[src/rtl/adc_channel_sequencer.sv]
// ---------------------------------------------------------------------------
// adc_channel_sequencer
//
// Steps a set of ADC multiplexer lanes through a programmable table of
// channel selections. Each table entry holds one 5-bit select per lane. An
// entry stays selected for `dwell` counted frames. The first frame after every
// selection change is discarded because it may contain lanes that were
// captured under the previous selection.
//
// Optional feature (macro SEQ_TIMEOUT_EN): a per-frame watchdog. If no frame
// arrives within TIMEOUT_CYCLES cycles, it sets a sticky error flag and
// forces the sequence on to the next entry. When the macro is undefined,
// timeout_err is tied low and the sequencer waits for frames indefinitely.
//
// Ports
//   CLK            clock, rising edge
//   rstn           synchronous active-low reset
//   cfg_we         table write strobe (honoured only while idle)
//   cfg_addr       table entry index for writes
//   cfg_data       per-lane selects, lane j in bits [5j+4:5j]
//   seq_len        number of active entries, sampled on start
//   dwell          counted frames per entry, sampled on start
//   start          pulse: begin sequencing from entry 0
//   stop           pulse: abort to idle (highest priority)
//   frame_valid    pulse: one multiplexer output frame completed
//   err_clr        clears timeout_err
//   select_channel registered lane selects to the multiplexer
//   busy           high while sequencing
//   entry_idx      index of the current entry
//   entry_done     pulse when an entry completes its dwell
//   timeout_err    sticky watchdog flag
// ---------------------------------------------------------------------------
module adc_channel_sequencer #(
  parameter int NUM_OF_ADC     = 4,
  parameter int SEQ_DEPTH      = 8,
  parameter int DWELL_WIDTH    = 8,
  parameter int TIMEOUT_CYCLES = 1024
) (
  input  logic                           CLK,
  input  logic                           rstn,
  input  logic                           cfg_we,
  input  logic [$clog2(SEQ_DEPTH)-1:0]   cfg_addr,
  input  logic [5*NUM_OF_ADC-1:0]        cfg_data,
  input  logic [$clog2(SEQ_DEPTH):0]     seq_len,
  input  logic [DWELL_WIDTH-1:0]         dwell,
  input  logic                           start,
  input  logic                           stop,
  input  logic                           frame_valid,
  input  logic                           err_clr,
  output logic [4:0]                     select_channel [0:NUM_OF_ADC-1],
  output logic                           busy,
  output logic [$clog2(SEQ_DEPTH)-1:0]   entry_idx,
  output logic                           entry_done,
  output logic                           timeout_err
);

  localparam int AW = $clog2(SEQ_DEPTH);
  localparam int LW = AW + 1;
  localparam int EW = 5 * NUM_OF_ADC;
  localparam logic [LW-1:0]          DEPTH_L   = LW'(SEQ_DEPTH);
  localparam logic [DWELL_WIDTH-1:0] DWELL_ONE = DWELL_WIDTH'(1);

  typedef enum logic [1:0] {
    IDLE = 2'd0,
    SKIP = 2'd1,
    RUN  = 2'd2
  } state_t;

  state_t                 r_state;
  logic [EW-1:0]          r_table  [0:SEQ_DEPTH-1];
  logic [4:0]             r_select [0:NUM_OF_ADC-1];
  logic [LW-1:0]          r_len;
  logic [DWELL_WIDTH-1:0] r_dwell;
  logic [DWELL_WIDTH-1:0] r_frame_cnt;
  logic [AW-1:0]          r_entry_idx;
  logic                   r_busy;
  logic                   r_entry_done;

  logic [AW-1:0]          w_next_idx;
  logic [EW-1:0]          w_next_entry;
  logic [EW-1:0]          w_first_entry;
  logic                   w_frame_hit;
  logic                   w_timeout;
  logic                   w_advance;

  // Wrap from the last active entry back to entry 0.
  assign w_next_idx    = (({1'b0, r_entry_idx} + LW'(1)) == r_len) ? {AW{1'b0}}
                                                                   : (r_entry_idx + AW'(1));
  assign w_next_entry  = r_table[w_next_idx];
  assign w_first_entry = r_table[0];

  // The frame that completes the dwell; stop suppresses it (no entry_done on abort).
  assign w_frame_hit = (r_state == RUN) && frame_valid && !stop &&
                       ((r_frame_cnt + DWELL_ONE) == r_dwell);
  assign w_advance   = w_frame_hit || w_timeout;

`ifdef SEQ_TIMEOUT_EN
  localparam int WW = $clog2(TIMEOUT_CYCLES + 1);
  localparam logic [WW-1:0] WD_LAST = WW'(TIMEOUT_CYCLES - 1);

  logic [WW-1:0] r_wd_cnt;
  logic          r_timeout_err;

  // A frame on the same cycle as expiry counts as progress, so it cancels the timeout.
  assign w_timeout = (r_state != IDLE) && !stop && !frame_valid && (r_wd_cnt == WD_LAST);

  // Watchdog: cycles since the last frame or entry change while sequencing.
  always_ff @(posedge CLK) begin
    if (!rstn) begin
      r_wd_cnt <= {WW{1'b0}};
    end else if ((r_state == IDLE) || stop || frame_valid || w_advance) begin
      r_wd_cnt <= {WW{1'b0}};
    end else begin
      r_wd_cnt <= r_wd_cnt + WW'(1);
    end
  end

  // Sticky error flag; a new timeout beats a simultaneous clear.
  always_ff @(posedge CLK) begin
    if (!rstn) begin
      r_timeout_err <= 1'b0;
    end else if (w_timeout) begin
      r_timeout_err <= 1'b1;
    end else if (err_clr) begin
      r_timeout_err <= 1'b0;
    end else begin
      r_timeout_err <= r_timeout_err;
    end
  end

  assign timeout_err = r_timeout_err;
`else
  logic w_unused;

  assign w_timeout   = 1'b0;
  assign timeout_err = 1'b0;
  assign w_unused    = err_clr ^ (TIMEOUT_CYCLES == 32'sd0);
`endif

  // Sequencer FSM, table storage and all registered outputs.
  always_ff @(posedge CLK) begin
    if (!rstn) begin
      r_state      <= IDLE;
      r_len        <= {LW{1'b0}};
      r_dwell      <= {DWELL_WIDTH{1'b0}};
      r_frame_cnt  <= {DWELL_WIDTH{1'b0}};
      r_entry_idx  <= {AW{1'b0}};
      r_busy       <= 1'b0;
      r_entry_done <= 1'b0;
      for (int i = 0; i < SEQ_DEPTH; i++) begin
        r_table[i] <= {EW{1'b0}};
      end
      for (int j = 0; j < NUM_OF_ADC; j++) begin
        r_select[j] <= 5'd0;
      end
    end else begin
      r_entry_done <= 1'b0;

      // The table is frozen while sequencing so entries cannot change mid-run.
      if ((r_state == IDLE) && cfg_we) begin
        r_table[cfg_addr] <= cfg_data;
      end

      if (stop) begin
        r_state <= IDLE;
        r_busy  <= 1'b0;
      end else begin
        case (r_state)
          IDLE: begin
            if (start && (seq_len != {LW{1'b0}})) begin
              r_len       <= (seq_len > DEPTH_L) ? DEPTH_L : seq_len;
              r_dwell     <= (dwell == {DWELL_WIDTH{1'b0}}) ? DWELL_ONE : dwell;
              r_frame_cnt <= {DWELL_WIDTH{1'b0}};
              r_entry_idx <= {AW{1'b0}};
              r_busy      <= 1'b1;
              r_state     <= SKIP;
              for (int j = 0; j < NUM_OF_ADC; j++) begin
                r_select[j] <= w_first_entry[5*j +: 5];
              end
            end
          end

          SKIP, RUN: begin
            if (w_advance) begin
              r_entry_done <= w_frame_hit;
              r_entry_idx  <= w_next_idx;
              r_frame_cnt  <= {DWELL_WIDTH{1'b0}};
              r_state      <= SKIP;
              for (int j = 0; j < NUM_OF_ADC; j++) begin
                r_select[j] <= w_next_entry[5*j +: 5];
              end
            end else if (frame_valid) begin
              // In SKIP the frame is discarded; in RUN it is counted.
              if (r_state == RUN) begin
                r_frame_cnt <= r_frame_cnt + DWELL_ONE;
              end
              r_state <= RUN;
            end
          end

          default: begin
            r_state <= IDLE;
            r_busy  <= 1'b0;
          end
        endcase
      end
    end
  end

  assign select_channel = r_select;
  assign busy           = r_busy;
  assign entry_idx      = r_entry_idx;
  assign entry_done     = r_entry_done;

endmodule

[config.mk]
export PLATFORM = sky130hd
export DESIGN_NAME = adc_channel_sequencer
export DESIGN_NICKNAME = d
export VERILOG_FILES = /design/src/rtl/adc_channel_sequencer.sv
export SDC_FILE = /design/constraint.sdc
export NUM_CORES = 1
export LEC_CHECK = 0
export ABC_AREA = 1
export CAP_MARGIN = 20
export CORE_ASPECT_RATIO = 1.25
export CORE_MARGIN = 10
export CORE_UTILIZATION = 25
export CTS_CLUSTER_DIAMETER = 100
export DETAILED_ROUTE_END_ITERATION = 8
export PLACE_DENSITY_LB_ADDON = 0.2
export SLEW_MARGIN = 20
export SYNTH_ARGS = -nofsm -noshare
export SYNTH_HDL_FRONTEND = slang
export SYNTH_SLANG_ARGS = --single-unit
[constraint.sdc]
create_clock -name CLK -period 4.6 [get_ports CLK]
set_input_delay 0.69 -clock CLK [delete_from_list [all_inputs] [get_ports CLK]]
set_output_delay 0.69 -clock CLK [all_outputs]
set_load 0.005 [all_outputs]
==> impl_metrics.ini <==
[status]
status = complete, no violations

[cts]
cts_tree = built
cts_setup_buffers = 0
path_clk_slew_ns = 0.06
cts-resized-gates = 0
hold_buffers = 0
numCtsBuffers = 24
htreeDepth = 1
worstSkewPairLatency_ns = 0.52
clockBufferDepth = 3
cts_root_buf = clkbuf_16
clock_sinks = 207

[sta]
finalCritPeriodShare_pct = 68.9
fin_crit_ns = 3.17
rsz0062_at_grt = no
fmax_ghz = 0.316
final_hold_viol_count = 0
clock-skew-final_ns = 0.00905
slew-limit-headroom_pct = 27.0
worst_slew_pin_slew_ns = 1.09
fin_tns_setup_ns = 0
slew_viol_final = 0
finalSetupViolCount = 0

[die]
io_pins = 68
die-area_um2 = 49300
start_util_pct = 25.3
die_w_um = 201
core-area_um2 = 40200
die_h_um = 246
rows = 82

[placed_design]
port_buffers = 65
hpwlAfterDp_mm = 18.5
placed_cell_area_um2 = 11400
gp_congestion = 0.761

[drt]
routed_via_density = 4.35
vias = 7899
drt-pass1-iter-count = 5
drt-wirelength-per-cell_um = 16.2
antenna_left = 0
drc = 0
drt_iter0_drc = 577
totalWireLength_mm = 29.5

[final_layout]
drive_above_1_share_pct = 9.07
area.growth.synth_to_final_pct = 20.6
fillers = 4280
finalNetCount = 1298
mostFrequentLayoutCells = nand2_1, nor2_1, edfxtp_1
stdcell_area_um2 = 12300
layout_commonest_cell = nand2_1

[grt]
grt_max_degree = 82
grt_antenna_before_repair = 2
grt_pass1_vias = 7871
grt_overflow = 0
grt_pass1_wl_mm = 46.1
grtUsageTotal_pct = 11.7

[synthesis]
yosys_warnings = 0
yosysTopAreaCell = edfxtp_1
ys_seq_area_share_pct = 56.4
syn-cell-area_um2 = 10200
syn-num-nets = 1253
avgSynthCellArea_um2 = 8.45
ys_types = 33
syn_inst = 1206
netlist.area_leader.share_pct = 47.2
ys_ff_latch = 207
synth_area_leaders = edfxtp_1, nand2_1, dfxtp_1, nor2_1, nand3_1

[job]
drv_cap = 0

[pwr]
peakVddDrop_uv = 297
p_leak_nw = 5.22
powerDensity_nw_per_um2 = 377

[hold_path]
hold_class = reg2reg

[worst_setup_path]
crit_type = reg2reg
worstSetupStartpointType = flip-flop
required_ns = 5.01
end_kind = flip-flop
cp.arrival_ns = 3.58
cp_max_fo = 46
==> sequential cells by signal, summed over array words and instances (netlist names) <==
name / flops
busy: 1
entry_done: 1
entry_idx: 3
r_dwell: 8
r_frame_cnt: 8
r_len: 4
r_state: 2
r_table: 160
select_channel: 20
==> through the flow <==
step                      hold slack (ns)  setup slack [ns]  power [mW]  std cells  util [%]
after global placement              0.450              1.26        2.57       1770      28.3
after floorplan                     0.444              2.51        2.40       1206         -
final                               0.459              1.43        4.63       1816      30.5
after detailed placement            0.458              1.34        2.57       1770      28.3
after CTS                           0.467              1.39        4.68       1813      30.5
after global routing                0.504              1.11        4.81       1814      30.5
==> final cells by class <==
class / instances / area, um2 / area share, %
clock buffer: 27 / 633 / 5.16
clock inverter: 16 / 229 / 1.86
tap: 546 / 683 / 5.56
inverter: 160 / 603 / 4.91
multi-input combinational: 769 / 3520 / 28.6
timing repair buffer: 89 / 863 / 7.03
sequential: 207 / 5750 / 46.8
antenna: 2 / 5.00 / 0.0408
==> final timing paths <==
| kind | to | slack, ns | cells past startpoint | from |
|---|---|---|---|---|
| worst min register to register | busy | 0.46 | 2 | busy |
| worst max-delay path | select_channel[18] | 1.43 | 17 | entry_idx[1] |
| worst min-delay path | busy | 0.46 | 2 | busy |
| worst max register to register | select_channel[18] | 1.43 | 17 | entry_idx[1] |
==> routing by layer <==
layer | track usage [%] | vias to the layer above | wire length [um]
met5 | 0 | - | 0
met4 | 3.15 | 0 | 415
met3 | 2.04 | 27 | 1230
met2 | 19.7 | 144 | 13700
met1 | 15.2 | 3730 | 14200
li1 | - | 3998 | -
==> where the power goes <==
group / internal (mW) / switching (mW)
registers: 2.10 / 0.0314
clock network: 1.32 / 0.781
logic: 0.147 / 0.247
total: 3.57 / 1.06
==> synthesized netlist by cell type <==
master / n
o21ai_0: 12
nor2_1: 224
nand2_1: 272
inv_1: 155
a21oi_1: 26
buf_2: 27
nand3_1: 123
nand2_4: 1
clkinv_1: 2
or2_2: 40
or2_1: 1
edfxtp_1: 160
a22oi_1: 1
nand3b_1: 1
inv_2: 2
nor2_2: 5
nor4_1: 2
ha_1: 5
nand3_2: 1
a211oi_1: 1
buf_4: 2
buf_6: 3
o2111ai_1: 40
dfxtp_1: 47
conb_1: 1
inv_4: 1
nand4_1: 5
buf_1: 4
nor3_1: 4
xnor2_1: 1
nand2_2: 2
clkbuf_1: 34
xor2_1: 1
==> critical path, cell delays in order, from the launching register on <==
cell     delay, ns
dfxtp_1       0.37
ha_1          0.32
buf_4         0.29
inv_1         0.07
nand2_1       0.07
nand2_1       0.04
nand2_1       0.06
nor2_1        0.05
nand2_2       0.07
buf_4         0.46
buf_4         0.51
nand3_1       0.12
nand3_1       0.13
nand2_1       0.12
nand2_1       0.09
nand3_1       0.08
nor2_1        0.14
nor2_1        0.05
==> kinds of logic after synthesis <==
family | share of synthesized area, %
adders and majority gates | 0.614
other | 0.0368
DFF | 56.4
buffers and inverters | 9.13
xor gates and xnor gates | 0.172
and+or+nand+nor | 28.2
AOI/OAI and AO/OA | 5.45
No activity file was read; power rests on OpenSTA's default activity.
